### src/rtl/ctrl_pkg.sv
// Shared encodings for the multicycle MIPS control unit:
// states, opcodes, function codes, ALUOp and mux select codes.
package ctrl_pkg;

  typedef enum logic [2:0] {
    S_IF   = 3'b000,
    S_ID   = 3'b001,
    S_EXE  = 3'b010,
    S_WB   = 3'b011,
    S_MEM  = 3'b100,
    S_HALT = 3'b101
  } state_t;

  typedef enum logic [3:0] {
    C_RALU, C_IALU, C_LW, C_SW, C_BEQ,
    C_BLTZ, C_J, C_JAL, C_JR, C_NONE
  } iclass_t;

  localparam logic [5:0] OP_R     = 6'b000000;
  localparam logic [5:0] OP_ADDI  = 6'b001000;
  localparam logic [5:0] OP_ORI   = 6'b001101;
  localparam logic [5:0] OP_SLTIU = 6'b001011;
  localparam logic [5:0] OP_LW    = 6'b100011;
  localparam logic [5:0] OP_SW    = 6'b101011;
  localparam logic [5:0] OP_BEQ   = 6'b000100;
  localparam logic [5:0] OP_BLTZ  = 6'b000001;
  localparam logic [5:0] OP_J     = 6'b000010;
  localparam logic [5:0] OP_JAL   = 6'b000011;

  localparam logic [5:0] F_ADD = 6'b100000;
  localparam logic [5:0] F_SUB = 6'b100010;
  localparam logic [5:0] F_AND = 6'b100100;
  localparam logic [5:0] F_OR  = 6'b100101;
  localparam logic [5:0] F_SLT = 6'b101010;
  localparam logic [5:0] F_SLL = 6'b000000;
  localparam logic [5:0] F_JR  = 6'b001000;

  localparam logic [3:0] ALU_ADD  = 4'b0000;
  localparam logic [3:0] ALU_SUB  = 4'b0001;
  localparam logic [3:0] ALU_SLTU = 4'b0010;
  localparam logic [3:0] ALU_SLT  = 4'b0011;
  localparam logic [3:0] ALU_SLL  = 4'b0100;
  localparam logic [3:0] ALU_OR   = 4'b0101;
  localparam logic [3:0] ALU_AND  = 4'b0110;

  localparam logic [1:0] RD_31 = 2'b00;
  localparam logic [1:0] RD_RT = 2'b01;
  localparam logic [1:0] RD_RD = 2'b10;

  localparam logic [1:0] PC_4   = 2'b00;
  localparam logic [1:0] PC_BR  = 2'b01;
  localparam logic [1:0] PC_RS  = 2'b10;
  localparam logic [1:0] PC_JMP = 2'b11;

endpackage

### src/rtl/ctrl_decode.sv
// Combinational opcode/func decoder: instruction class,
// operand selects, base ALU function and legality.
module ctrl_decode
  import ctrl_pkg::*;
(
  input  logic [5:0] op,
  input  logic [5:0] func,
  output iclass_t    cls,
  output logic       ext_sel,
  output logic       alu_src_a,
  output logic       alu_src_b,
  output logic [3:0] alu_op,
  output logic       legal
);

  always_comb begin
    cls       = C_NONE;
    ext_sel   = 1'b0;
    alu_src_a = 1'b0;
    alu_src_b = 1'b0;
    alu_op    = ALU_ADD;
    legal     = 1'b1;
    unique case (1'b1)
      (op == OP_R): begin
        cls = C_RALU;
        unique case (1'b1)
          (func == F_ADD): alu_op = ALU_ADD;
          (func == F_SUB): alu_op = ALU_SUB;
          (func == F_AND): alu_op = ALU_AND;
          (func == F_OR):  alu_op = ALU_OR;
          (func == F_SLT): alu_op = ALU_SLT;
          (func == F_SLL): begin
            alu_op    = ALU_SLL;
            alu_src_a = 1'b1;
          end
          (func == F_JR): cls = C_JR;
          default: begin
            cls   = C_NONE;
            legal = 1'b0;
          end
        endcase
      end
      (op == OP_ADDI): begin
        cls       = C_IALU;
        ext_sel   = 1'b1;
        alu_src_b = 1'b1;
      end
      (op == OP_ORI): begin
        cls       = C_IALU;
        alu_src_b = 1'b1;
        alu_op    = ALU_OR;
      end
      (op == OP_SLTIU): begin
        cls       = C_IALU;
        alu_src_b = 1'b1;
        alu_op    = ALU_SLTU;
      end
      (op == OP_LW): begin
        cls       = C_LW;
        ext_sel   = 1'b1;
        alu_src_b = 1'b1;
      end
      (op == OP_SW): begin
        cls       = C_SW;
        ext_sel   = 1'b1;
        alu_src_b = 1'b1;
      end
      (op == OP_BEQ): begin
        cls     = C_BEQ;
        ext_sel = 1'b1;
        alu_op  = ALU_SUB;
      end
      (op == OP_BLTZ): begin
        cls     = C_BLTZ;
        ext_sel = 1'b1;
        alu_op  = ALU_SUB;
      end
      (op == OP_J):   cls = C_J;
      (op == OP_JAL): cls = C_JAL;
      default: legal = 1'b0;
    endcase
  end

endmodule

### src/rtl/multicycle_ctrl_v2.sv
// Multicycle MIPS control FSM with memory wait states,
// HALT/illegal trap and saturating retired-instruction counter.
module multicycle_ctrl_v2
  import ctrl_pkg::*;
#(
  parameter int          ALUOP_W     = 4,
  parameter int          CNT_W       = 32,
  parameter bit          MEM_WAIT_EN = 1'b1,
  parameter logic [5:0]  HALT_OP     = 6'b111111
) (
  input  logic               CLK,
  input  logic               RST,
  input  logic [5:0]         op,
  input  logic [5:0]         func,
  input  logic               zero,
  input  logic               sign,
  input  logic               mem_ready,
  output logic               IRWre,
  output logic               PCWre,
  output logic               ExtSel,
  output logic               InsMemRW,
  output logic               WrRegDSrc,
  output logic               RegWre,
  output logic               ALUSrcA,
  output logic               ALUSrcB,
  output logic               mRD,
  output logic               mWR,
  output logic               DBDataSrc,
  output logic [1:0]         RegDst,
  output logic [1:0]         PCSrc,
  output logic [ALUOP_W-1:0] ALUOp,
  output logic [2:0]         state_o,
  output logic               halted,
  output logic               illegal,
  output logic [CNT_W-1:0]   retire_cnt
);

  state_t           r_state;
  state_t           w_next;
  logic             r_illegal;
  logic [CNT_W-1:0] r_cnt;
  logic             w_set_ill;
  logic             w_rdy;

  iclass_t    w_cls;
  logic       w_ext;
  logic       w_src_a;
  logic       w_src_b;
  logic [3:0] w_alu;
  logic       w_legal;

  ctrl_decode u_dec (
    .op        (op),
    .func      (func),
    .cls       (w_cls),
    .ext_sel   (w_ext),
    .alu_src_a (w_src_a),
    .alu_src_b (w_src_b),
    .alu_op    (w_alu),
    .legal     (w_legal)
  );

  assign w_rdy      = MEM_WAIT_EN ? mem_ready : 1'b1;
  assign state_o    = r_state;
  assign halted     = (r_state == S_HALT);
  assign illegal    = r_illegal;
  assign retire_cnt = r_cnt;

  always_comb begin
    w_next    = r_state;
    w_set_ill = 1'b0;
    IRWre     = 1'b0;
    PCWre     = 1'b0;
    ExtSel    = 1'b0;
    InsMemRW  = 1'b0;
    WrRegDSrc = 1'b0;
    RegWre    = 1'b0;
    ALUSrcA   = 1'b0;
    ALUSrcB   = 1'b0;
    mRD       = 1'b0;
    mWR       = 1'b0;
    DBDataSrc = 1'b0;
    RegDst    = RD_31;
    PCSrc     = PC_4;
    ALUOp     = '0;
    // Every strobe is forced low while reset is held
    if (!RST && r_state != S_HALT) begin
      ExtSel = w_ext;
      ALUOp  = ALUOP_W'(w_alu);
      case (r_state)
        S_IF: begin
          InsMemRW = 1'b1;
          if (w_rdy) begin
            IRWre  = 1'b1;
            w_next = S_ID;
          end
        end
        S_ID: begin
          w_next = S_EXE;
          if (op == HALT_OP) begin
            w_next = S_HALT;
          end else if (!w_legal) begin
            w_next    = S_HALT;
            w_set_ill = 1'b1;
          end else begin
            case (w_cls)
              C_J: begin
                PCWre  = 1'b1;
                PCSrc  = PC_JMP;
                w_next = S_IF;
              end
              C_JAL: begin
                PCWre  = 1'b1;
                PCSrc  = PC_JMP;
                RegWre = 1'b1;
                RegDst = RD_31;
                w_next = S_IF;
              end
              C_JR: begin
                PCWre  = 1'b1;
                PCSrc  = PC_RS;
                w_next = S_IF;
              end
              default: ;
            endcase
          end
        end
        S_EXE: begin
          ALUSrcA = w_src_a;
          ALUSrcB = w_src_b;
          case (w_cls)
            C_BEQ: begin
              PCWre  = 1'b1;
              PCSrc  = zero ? PC_BR : PC_4;
              w_next = S_IF;
            end
            C_BLTZ: begin
              PCWre  = 1'b1;
              PCSrc  = sign ? PC_BR : PC_4;
              w_next = S_IF;
            end
            C_LW, C_SW: w_next = S_MEM;
            default:    w_next = S_WB;
          endcase
        end
        S_MEM: begin
          mRD = (w_cls == C_LW);
          if (w_rdy) begin
            if (w_cls == C_SW) begin
              mWR    = 1'b1;
              PCWre  = 1'b1;
              w_next = S_IF;
            end else begin
              w_next = S_WB;
            end
          end
        end
        S_WB: begin
          RegWre    = 1'b1;
          PCWre     = 1'b1;
          DBDataSrc = (w_cls == C_LW);
          WrRegDSrc = (w_cls == C_LW);
          RegDst    = (w_cls == C_RALU) ? RD_RD : RD_RT;
          w_next    = S_IF;
        end
        default: w_next = S_IF;
      endcase
    end
  end

  always_ff @(posedge CLK or posedge RST) begin
    if (RST) begin
      r_state   <= S_IF;
      r_illegal <= 1'b0;
      r_cnt     <= '0;
    end else begin
      r_state <= w_next;
      if (w_set_ill)
        r_illegal <= 1'b1;
      if (PCWre && r_cnt != '1)
        r_cnt <= r_cnt + CNT_W'(1);
    end
  end

endmodule

### config.mk
export PLATFORM = sky130hd
export DESIGN_NAME = multicycle_ctrl_v2
export DESIGN_NICKNAME = d
export VERILOG_FILES = /design/src/rtl/ctrl_pkg.sv /design/src/rtl/ctrl_decode.sv /design/src/rtl/multicycle_ctrl_v2.sv
export SDC_FILE = /design/constraint.sdc
export NUM_CORES = 1
export LEC_CHECK = 0
export BUFFER_PORTS_ARGS = -buffer_cell sky130_fd_sc_hd__buf_2
export CAP_MARGIN = 40
export CELL_PAD_IN_SITES_DETAIL_PLACEMENT = 0
export CELL_PAD_IN_SITES_GLOBAL_PLACEMENT = 2
export CORE_ASPECT_RATIO = 2
export CORE_MARGIN = 3
export CORE_UTILIZATION = 30
export DETAILED_ROUTE_END_ITERATION = 10
export PLACE_DENSITY = 0.76
export SYNTH_ARGS = -nofsm -noshare
export SYNTH_HDL_FRONTEND = slang
export SYNTH_SLANG_ARGS = --single-unit
### constraint.sdc
create_clock -name CLK -period 4.25 [get_ports CLK]
set_input_delay 0.85 -clock CLK [delete_from_list [all_inputs] [get_ports CLK]]
set_output_delay 0.85 -clock CLK [all_outputs]
set_load 0.01 [all_outputs]
==> metrics.md, run 1 <==
| Metric | Value |
|---|---|
| Status | `complete, no violations` |
| Switching power | `approximately 0.00047 W` |
| Mapped cell area | `2830 um2` |
| Sw Ratio | `0.382` |
| Peak VDD IR | `~270 uV` |
| Yosys warning count | `0` |
| Syn Inst Count | `332` |
| Root Buffer | `clkbuf_16` |
| Final Skew | `~0.008 ns` |
| Cts hold-fix bufs | `0` |
| Die X | `74.7 um` |
| H-tree depth | `2` |
| WL/cell | `17.6 um` |
| Worst Setup End Kind | `primary output` |
| Setup TNS | `0 ns` |
| Initial antenna violation count | `0` |
| Synthesized Nets | `350` |
| Fin crit period | `3.64 ns` |
| ANT nets after route | `0` |
| Clock Latency Late Sink | `0.28 ns` |
| Period utilization | `0.858` |
| Synth async-reset ratio | `1.00` |
| Fmax | `274 MHz` |
| Logic gate share of total power | `0.350` |
| TritonRoute pass-1 iters | `4` |
| GPL Wtd Cong | `0.796` |
| GRT Total Usage | `0.174` |
| Num Clock Sinks | `36` |
| Crit path required time | `3.40 ns` |
| Antenna Cells | `0` |
| Seq cells post-synth | `36` |
| DR iter-0 viols | `101` |
| # IOs | `73` |
| Number of synthesized flops with an enable pin | `0` |
| Area delta synth->final | `19.6%` |
| Final hold violations | `0` |
| CTS buffer count | `5` |
| Worst-margin pin slew | `roughly 0.52 ns` |
| Placed cells | `490` |
| Routed Wire Length | `8.78 mm` |
| Slew Viols, Final | `0` |
| Internal Power | `0.000752 W` |
| Initial Util | `0.312` |
| Post-CTS Setup Bufs | `0` |
| Worst Path Arrival | `2.79 ns` |
| Die ar. | `10,700 um2` |
| Max Cap Viol | `0` |
| IO buf count | `a little over 70` |
| Core box area | `9070 um2` |
| Critical path startpoint category | `input port` |
| Fin cells | `approximately 500` |
| Vias in the first global route | `2,717` |
| Post-cts sizing count | `0` |
| Hold Crit Class | `flip-flop to flip-flop` |
| Unrepaired setup endpoints after global routing | `false` |
| Leak | `1.67 nW` |
| Type of the worst setup path | `input port to primary output` |
| Most common cell after layout, fill and taps aside | `buf_2` |
| Total power per unit cell area | `359 nW/um2` |
| Seq/Total Area, Yosys | `0.318` |
| GR Overflow Total | `0` |
| Final setup fails | `0` |
| Vias | `2,679` |
| Pin count of the biggest net entering global routing | `41` |
| Slew HR | `0.654` |
| CTS clock-pin slew for the worst setup and hold paths | `0.05 ns` |
| Top_reg_cell synth | `dfrtp_1` |
| Die Ht | `143 um` |
| Clock power frac | `0.311` |
| DRC Markers | `0` |
| Via/cell ratio | `5.38` |
| Distinct cells, synth | `63` |
| Largest buffer count on any clock path | `2` |
| Nets | `413` |
| Commonest non-fill, non-tap cells in the layout | `71 x buf_2, 36 x dfrtp_1, 31 x nand2_1` |
| Syn avg cell area | `8.54 um2` |
| First-pass GRT wire length | `14.2 mm` |
| TritonCTS clock tree | `done` |
| Layout cells sized above 1 | `0.275` |
| DP Wirelength | `approximately 7 mm` |
| # rows | `49` |
| Reg power frac | `0.339` |
| Crit-path max FO | `10` |
cell usage after synthesis (2+ instances only):
master,instances,area share
nor2b_1,4,0.0088
or3_4,2,0.0079
buf_2,5,0.0088
a21o_1,5,0.013
nand3_1,13,0.023
nor3b_1,5,0.013
nor4_2,8,0.035
a211oi_1,3,0.0079
nor2_1,28,0.037
o31ai_1,3,0.0079
a22oi_1,2,0.0053
nand2b_1,4,0.0088
o22ai_1,2,0.0044
nand2_1,31,0.041
o21bai_1,2,0.0053
nor4b_4,3,0.025
a21oi_1,12,0.021
nor4_1,6,0.013
xnor2_1,4,0.012
nor2_2,2,0.0044
o21ai_0,11,0.019
nand4_1,7,0.015
or3_1,4,0.0088
nor4b_2,2,0.011
clkbuf_1,9,0.012
a22o_1,2,0.0062
buf_6,4,0.016
xor2_1,30,0.093
nor3_1,26,0.046
and3_1,3,0.0066
nor4b_1,2,0.0062
nor4bb_1,3,0.011
mux2_2,2,0.0079
buf_4,2,0.0053
nand3b_1,2,0.0053
a31oi_1,4,0.0088
a2111oi_0,2,0.0062
inv_1,11,0.015
dfrtp_1,36,0.32
and2_1,3,0.0066
logic make-up (layout without fill, tap and decap cells):
logic type	Yosys count	in the layout	synth area share
mux	3	3	0.0115
other cells	1	1	0.00132
compound gates	57	57	0.135
fa+ha+maj	1	1	0.00441
simple gates	167	167	0.366
buf+inv	33	97	0.0592
flops	36	36	0.318
xor+xnor	34	34	0.105
routing by layer:
metal	vias up	routed length, um	global-route usage
met3	19	306	0.0217
met2	66	5020	0.332
met1	1272	3090	0.174
met5	-	0	0
met4	0	369	0.0863
li1	1322	-	-
worst max-delay path, stage by stage:
cell	delay [ns]
buf_2	0.15
or3_4	0.40
nor4b_4	0.26
nor2_1	0.12
a21o_1	0.22
nor4b_1	0.29
o2111ai_1	0.16
a21oi_1	0.19
buf_2	0.16
per-stage QoR:
stage / hold slack [ns] / utilization / worst slack (ns) / cell area (um2) / total power, W
2_1_floorplan: 0.493 / - / 0.00426 / 2830 / 0.000726
6_report: 0.464 / 0.374 / 0.605 / 3390 / 0.00122
3_3_place_gp: 0.466 / 0.357 / 0.636 / 3240 / 0.000851
4_1_cts: 0.464 / 0.374 / 0.612 / 3390 / 0.00124
3_5_place_dp: 0.452 / 0.357 / 0.614 / 3240 / 0.000850
5_1_grt: 0.492 / 0.374 / 0.401 / 3390 / 0.00130
sequential cells by signal, indices dropped and copies added, names as in the netlist:
name	cells
retire_cnt	32
state_o	3
illegal	1
cell type report:
cell class                 count  area (um2)
clock buffer                   7         143
timing repair buffer          77         400
clock inverter                 1        7.51
multi-input combinational    263        1770
sequential                    36         901
inverter                      12        45.0
fill                         988        5680
tap                          102         128
power groups by stage:
stage,clock network [W],logic [W],registers (W)
floorplan,0,0.000323,0.000403
global placement,0,0.000432,0.000419
detailed placement,0,0.000431,0.000419
CTS,0.000399,0.000432,0.000412
global route,0.000406,0.000474,0.000421
finish,0.000379,0.000426,0.000413
worst paths after layout:
check / startpoint / endpoint / slack [ns] / cells after the start
max: func[2] / PCSrc[0] / 0.61 / 9
min: illegal / illegal / 0.46 / 1
max reg2reg: retire_cnt[11] / retire_cnt[1] / 1.33 / 8
min reg2reg: illegal / illegal / 0.46 / 1
max in group asynchronous: RST / retire_cnt[28] / 3.08 / 3
min in group asynchronous: RST / state_o[2] / 0.80 / 3
(Power assumes the default switching activity.)
==> run 2: changes to the inputs <==
--- a/config.mk
+++ b/config.mk
@@ -13,6 +13,7 @@
 export CORE_MARGIN = 3
 export CORE_UTILIZATION = 30
 export DETAILED_ROUTE_END_ITERATION = 10
+export MAX_ROUTING_LAYER = met4
 export PLACE_DENSITY = 0.76
 export SYNTH_ARGS = -nofsm -noshare
 export SYNTH_HDL_FRONTEND = slang
==> run 2 against run 1 <==
  * Die area unchanged
  * Utilization unchanged
  * Non-clock buffer count is the same
  * Sequential share of layout area unchanged
  * Clock skew about the same
  * Sequential power about the same
  * Power about the same
  * Critical path depth stayed put
==> metrics.md, run 2 (synthesis results as in run 1) <==
| Metric | Value |
|---|---|
| Status | `complete, no violations` |
| Crit path required time | `3.40 ns (about the same)` |
| Most common cell after layout, fill and taps aside | `buf_2` |
| Vias in the first global route | `2,720 (+0.11%)` |
| First-pass GRT wire length | `14.2 mm (about the same)` |
| Hold Crit Class | `flip-flop to flip-flop` |
| Num Clock Sinks | `36 (unchanged)` |
| Worst Setup End Kind | `primary output` |
| Nets | `413 (unchanged)` |
| Die ar. | `10,700 um2 (unchanged)` |
| ANT nets after route | `0 (unchanged)` |
| Period utilization | `0.861 (+0.00303)` |
| Fin cells | `498 (unchanged)` |
| Via/cell ratio | `5.39 (+0.19%)` |
| CTS buffer count | `5 (unchanged)` |
| Fmax | `273 MHz (-0.35%)` |
| Storage cell area | `901 um2 (unchanged)` |
| Multi-input gate area | `1770 um2 (unchanged)` |
| Vias | `2,684 (+0.19%)` |
| Logic gate share of total power | `0.350 (about the same)` |
| Slew HR | `0.653 (-0.000733)` |
| Reg power frac | `0.339 (about the same)` |
| Final hold violations | `0 (unchanged)` |
| DRC Markers | `0 (unchanged)` |
| Routed Wire Length | `8.80 mm (+0.15%)` |
| Die X | `74.7 um (unchanged)` |
| Root Buffer | `clkbuf_16` |
| Area delta synth->final | `19.6% (unchanged)` |
| Die Ht | `143 um (unchanged)` |
| CTS clock-pin slew for the worst setup and hold paths | `0.05 ns (about the same)` |
| Initial antenna violation count | `0 (unchanged)` |
| Post-CTS Setup Bufs | `0 (unchanged)` |
| GR Overflow Total | `0 (unchanged)` |
| Worst Path Arrival | `2.81 ns (+0.02 ns)` |
| Final Skew | `0.00760 ns (-0.000204 ns)` |
| Final setup fails | `0 (unchanged)` |
| Final Cell Area | `3390 um2 (unchanged)` |
| Slew Viols, Final | `0 (unchanged)` |
| # rows | `49 (unchanged)` |
| Max reg flops | `32 (unchanged)` |
| Internal Power | `0.000752 W (about the same)` |
| Antenna Cells | `0 (unchanged)` |
| DP Wirelength | `6.86 mm (unchanged)` |
| Layout cells sized above 1 | `0.275 (unchanged)` |
| DR iter-0 viols | `87 (-14%)` |
| Leak | `1.67 nW (unchanged)` |
| Core box area | `9070 um2 (unchanged)` |
| TritonCTS clock tree | `done` |
| Fin crit period | `3.66 ns (+0.0129 ns)` |
| # IOs | `73 (unchanged)` |
| Initial Util | `0.312 (unchanged)` |
| Clock power frac | `0.311 (about the same)` |
| Cts hold-fix bufs | `0 (unchanged)` |
| Crit-path max FO | `10 (unchanged)` |
| Critical path startpoint category | `input port` |
| FILL cells | `988 (unchanged)` |
| GPL Wtd Cong | `0.808 (+1.4%)` |
| WL/cell | `17.7 um (+0.15%)` |
| Switching power | `0.000466 W (about the same)` |
| Placed cells | `490 (unchanged)` |
| Commonest non-fill, non-tap cells in the layout | `71 x buf_2, 36 x dfrtp_1, 31 x nand2_1` |
| Largest buffer count on any clock path | `2 (unchanged)` |
| TritonRoute pass-1 iters | `4 (unchanged)` |
| Type of the worst setup path | `input port to primary output` |
| Setup TNS | `0 ns (unchanged)` |
| Clock Latency Late Sink | `0.28 ns (about the same)` |
| Area after DPL | `3240 um2 (unchanged)` |
| Peak VDD IR | `273 uV (-0.14%)` |
| Max Cap Viol | `0 (unchanged)` |
| Post-cts sizing count | `0 (unchanged)` |
| Worst-margin pin slew | `0.519 ns (+0.00110 ns)` |
| IO buf count | `71 (unchanged)` |
| Sw Ratio | `0.382 (about the same)` |
| Pin count of the biggest net entering global routing | `41 (unchanged)` |
| Total power per unit cell area | `359 nW/um2 (about the same)` |
| GRT Total Usage | `0.179 (+0.00509)` |
| H-tree depth | `2 (unchanged)` |
| Unrepaired setup endpoints after global routing | `false` |
-- run 2: cell counts in the layout (fill, tap and decap cells not counted) --
No cell type changed its count.
-- run 2: critical path: stages --
cell and delay (ns):
buf_2 0.15, or3_4 0.40, nor4b_4 0.26, nor2_1 0.12
a21o_1 0.22, nor4b_1 0.30, o2111ai_1 0.16, a21oi_1 0.19
buf_2 0.16
-- run 2: metrics by stage --
step           utilization  hold slack (ns)  setup slack [ns]  total power (W)
4_1_cts              0.374            0.464             0.612          0.00124
2_1_floorplan            -            0.493           0.00426         0.000726
6_report             0.374            0.464             0.593          0.00122
3_3_place_gp         0.357            0.466             0.636         0.000851
3_5_place_dp         0.357            0.452             0.614         0.000850
5_1_grt              0.374            0.492             0.401          0.00130
-- run 2: area by class of cell --
class                      instances  area share
tap                              102      0.0377
multi-input combinational        263       0.521
clock inverter                     1     0.00221
sequential                        36       0.266
clock buffer                       7      0.0421
timing repair buffer              77       0.118
inverter                          12      0.0133
-- run 2: final timing paths --
check | startpoint | end | slack (ns) | cells past startpoint
min in group asynchronous | RST | state_o[2] | 0.79 | 3
worst min register to register | illegal | illegal | 0.46 | 1
max in group asynchronous | RST | retire_cnt[29] | 3.08 | 3
worst min-delay path | illegal | illegal | 0.46 | 1
worst max-delay path | func[2] | PCSrc[0] | 0.59 | 9
worst max register to register | retire_cnt[11] | retire_cnt[1] | 1.34 | 8
-- run 2: power by group through the flow --
| stage | clock network (W) | logic (W) | registers, W |
|---|---|---|---|
| after global routing | 0.000406 | 0.000474 | 0.000421 |
| after CTS | 0.000399 | 0.000432 | 0.000412 |
| after global placement | 0 | 0.000432 | 0.000419 |
| after floorplan | 0 | 0.000323 | 0.000403 |
| after detailed placement | 0 | 0.000431 | 0.000419 |
| final | 0.000379 | 0.000426 | 0.000412 |
-- run 2: metal layers --
metal | wire, um | share of wire | track usage
met1 | 3110 | 0.35 | 0.176
met2 | 5000 | 0.57 | 0.333
met5 | 0 | 0 | -
met4 | 362 | 0.041 | 0.0863
met3 | 316 | 0.036 | 0.0189
==> run 3: changes to the inputs <==
--- a/config.mk
+++ b/config.mk
@@ -11,10 +11,10 @@
 export CELL_PAD_IN_SITES_GLOBAL_PLACEMENT = 2
 export CORE_ASPECT_RATIO = 2
 export CORE_MARGIN = 3
-export CORE_UTILIZATION = 30
+export CORE_UTILIZATION = 31
 export DETAILED_ROUTE_END_ITERATION = 10
 export MAX_ROUTING_LAYER = met4
-export PLACE_DENSITY = 0.76
+export PLACE_DENSITY = 0.78
 export SYNTH_ARGS = -nofsm -noshare
 export SYNTH_HDL_FRONTEND = slang
 export SYNTH_SLANG_ARGS = --single-unit
==> run 3 against run 2 <==
  * Utilization grew 1.2 points
  * Die area shrank 3.0%
  * First-iteration DRC count grew 20%
  * Combinational power is essentially flat
  * Non-clock buffer count shrank 1
  * Sequential power is essentially flat
  * Worst setup slack gained 0.021 ns
==> metrics.md, run 3 (synthesis results as in run 1) <==
| Metric | Value |
|---|---|
| Max reg flops | `32 (unchanged)` |
| Post-cts sizing count | `0 (unchanged)` |
| Nets | `412 (-0.24%)` |
| Final Skew | `0.00965 ns (+0.00205 ns)` |
| Initial Util | `0.323 (+0.0109)` |
| Unrepaired setup endpoints after global routing | `false` |
| Num Clock Sinks | `36 (unchanged)` |
| Commonest non-fill, non-tap cells in the layout | `71 x buf_2, 36 x dfrtp_1, 31 x nand2_1` |
| Crit path depth | `9 (unchanged)` |
| Fin crit period | `3.64 ns (-0.0205 ns)` |
| Via/cell ratio | `5.56 (+3.1%)` |
| Worst path cell trace | `buf_2, or3_4, nor4b_4, nor2_1, a21o_1, nor4b_1, o2111ai_1, a21oi_1, buf_2` |
| Area after DPL | `3230 um2 (-0.31%)` |
| Crit-path max cell delay | `0.41 ns (about the same)` |
| Most common cell after layout, fill and taps aside | `buf_2` |
| Placed cells | `487 (-0.61%)` |
| Antenna Cells | `0 (unchanged)` |
| Leak | `1.66 nW (-0.37%)` |
| CP bufs+invs | `2 (unchanged)` |
| Layout cells sized above 1 | `0.276 (+0.000697)` |
| GPL Wtd Cong | `0.857 (+6.2%)` |
| Final Cell Area | `3380 um2 (-0.18%)` |
| Worst Setup End Kind | `primary output` |
| Total power per unit cell area | `360 nW/um2 (about the same)` |
| Root Buffer | `clkbuf_16` |
| Slew Viols, Final | `0 (unchanged)` |
| Vias in the first global route | `2,877 (+5.8%)` |
| Slew HR | `0.630 (-0.0234)` |
| FILL cells | `936 (-5.3%)` |
| DP Wirelength | `6.72 mm (-2.1%)` |
| Die Ht | `141 um (-1.6%)` |
| TritonCTS clock tree | `done` |
| Final hold violations | `0 (unchanged)` |
| Clock Latency Late Sink | `0.28 ns (about the same)` |
| Top delay family on crit path | `simple AND/OR/NAND/NOR gates` |
| GR Overflow Total | `0 (unchanged)` |
| Crit path required time | `3.40 ns (about the same)` |
| Period utilization | `0.856 (-0.00483)` |
| Die X | `73.6 um (-1.5%)` |
| Pwr Total | `0.00122 W (-0.12%)` |
| CP dominant cell by count | `buf_2` |
| # rows | `48 (-2.0%)` |
| TritonRoute pass-1 iters | `4 (unchanged)` |
| Worst-margin pin slew | `0.551 ns (+0.0322 ns)` |
| CTS clock-pin slew for the worst setup and hold paths | `0.05 ns (about the same)` |
| Slowest cell on the critical path | `or3_4` |
| Cts hold-fix bufs | `0 (unchanged)` |
| IO buf count | `71 (unchanged)` |
| Critical path startpoint category | `input port` |
| Type of the worst setup path | `input port to primary output` |
| Initial antenna violation count | `0 (unchanged)` |
| Routed Wire Length | `8.56 mm (-2.7%)` |
| Final setup fails | `0 (unchanged)` |
| Post-CTS Setup Bufs | `0 (unchanged)` |
| Max Cap Viol | `0 (unchanged)` |
| Area delta synth->final | `19.4%` |
| GRT Total Usage | `0.180 (+0.00182)` |
| # IOs | `73 (unchanged)` |
| First-pass GRT wire length | `14.2 mm (+0.29%)` |
| Hold Crit Class | `flip-flop to flip-flop` |
| R2R depth | `8 (unchanged)` |
| Pin count of the biggest net entering global routing | `41 (unchanged)` |
| Vias | `2,751 (+2.5%)` |
| Peak VDD IR | `211 uV (-23%)` |
| Fmax | `275 MHz (+0.56%)` |
| Worst Path Arrival | `2.79 ns (-0.02 ns)` |
| Setup TNS | `0 ns (unchanged)` |
| Worst hold stages | `1 (unchanged)` |
| H-tree depth | `2 (unchanged)` |
| DRC Markers | `0 (unchanged)` |
| WL/cell | `17.3 um (-2.1%)` |
| Crit-path max FO | `6 (-4)` |
| Fin cells | `495 (-0.60%)` |
| Die ar. | `10,400 um2 (-3.0%)` |
| Core box area | `8770 um2 (-3.4%)` |
| Largest buffer count on any clock path | `2 (unchanged)` |
| CTS buffer count | `5 (unchanged)` |
| ANT nets after route | `0 (unchanged)` |
| Status | `complete, no violations` |
| DR iter-0 viols | `104 (+20%)` |
run 3: changes by cell type in the layout (fill, tap and decap cells not counted):
cell / delta
clkinvlp_4: +1
buf_4: -1
clkbuf_1: -1
run 3: where the power goes:
group          switching [W]  total, W  internal, W
clock               0.000146  0.000379     0.000233
sequential         0.0000473  0.000411     0.000364
combinational       0.000273  0.000427     0.000153
total               0.000466   0.00122     0.000751
run 3: cell type report:
| class | count | area (um2) | area share |
|---|---|---|---|
| Multi-Input combinational cell | 263 | 1770 | 0.522 |
| Clock buffer | 6 | 139 | 0.0411 |
| Timing Repair Buffer | 76 | 393 | 0.116 |
| Tap cell | 100 | 125 | 0.0370 |
| Clock inverter | 2 | 15.0 | 0.00444 |
| Sequential cell | 36 | 901 | 0.266 |
| Inverter | 12 | 45.0 | 0.0133 |
run 3: final timing paths:
check | from | endpoint | slack, ns
max | func[0] | PCSrc[0] | 0.61
min | illegal | illegal | 0.46
max reg2reg | retire_cnt[11] | retire_cnt[28] | 1.44
min reg2reg | illegal | illegal | 0.46
max in group asynchronous | RST | retire_cnt[22] | 3.07
min in group asynchronous | RST | state_o[2] | 0.80
run 3: through the flow:
step	worst slack (ns)	util	hold slack (ns)
floorplan	0.00426	-	0.493
global placement	0.629	0.368	0.466
global route	0.414	0.386	0.472
detailed placement	0.606	0.368	0.455
CTS	0.611	0.386	0.467
finish	0.613	0.386	0.463
run 3: worst register-to-register path, stage by stage, from the launching register on:
cell and delay [ns]:
dfrtp_1 0.44, nand4_1 0.26, nor3_2 0.41, nand3_1 0.16
or3_4 0.43, nand2_1 0.44, buf_4 0.30, nor4_2 0.07
xor2_1 0.16
run 3: routing by layer:
metal  vias to the layer above  track usage  wire, um
met4                         0        0.106       484
met1                      1313        0.177      2900
met5                         -            -         0
met2                        84        0.325      4800
met3                        33       0.0200       379
li1                       1321            -         -
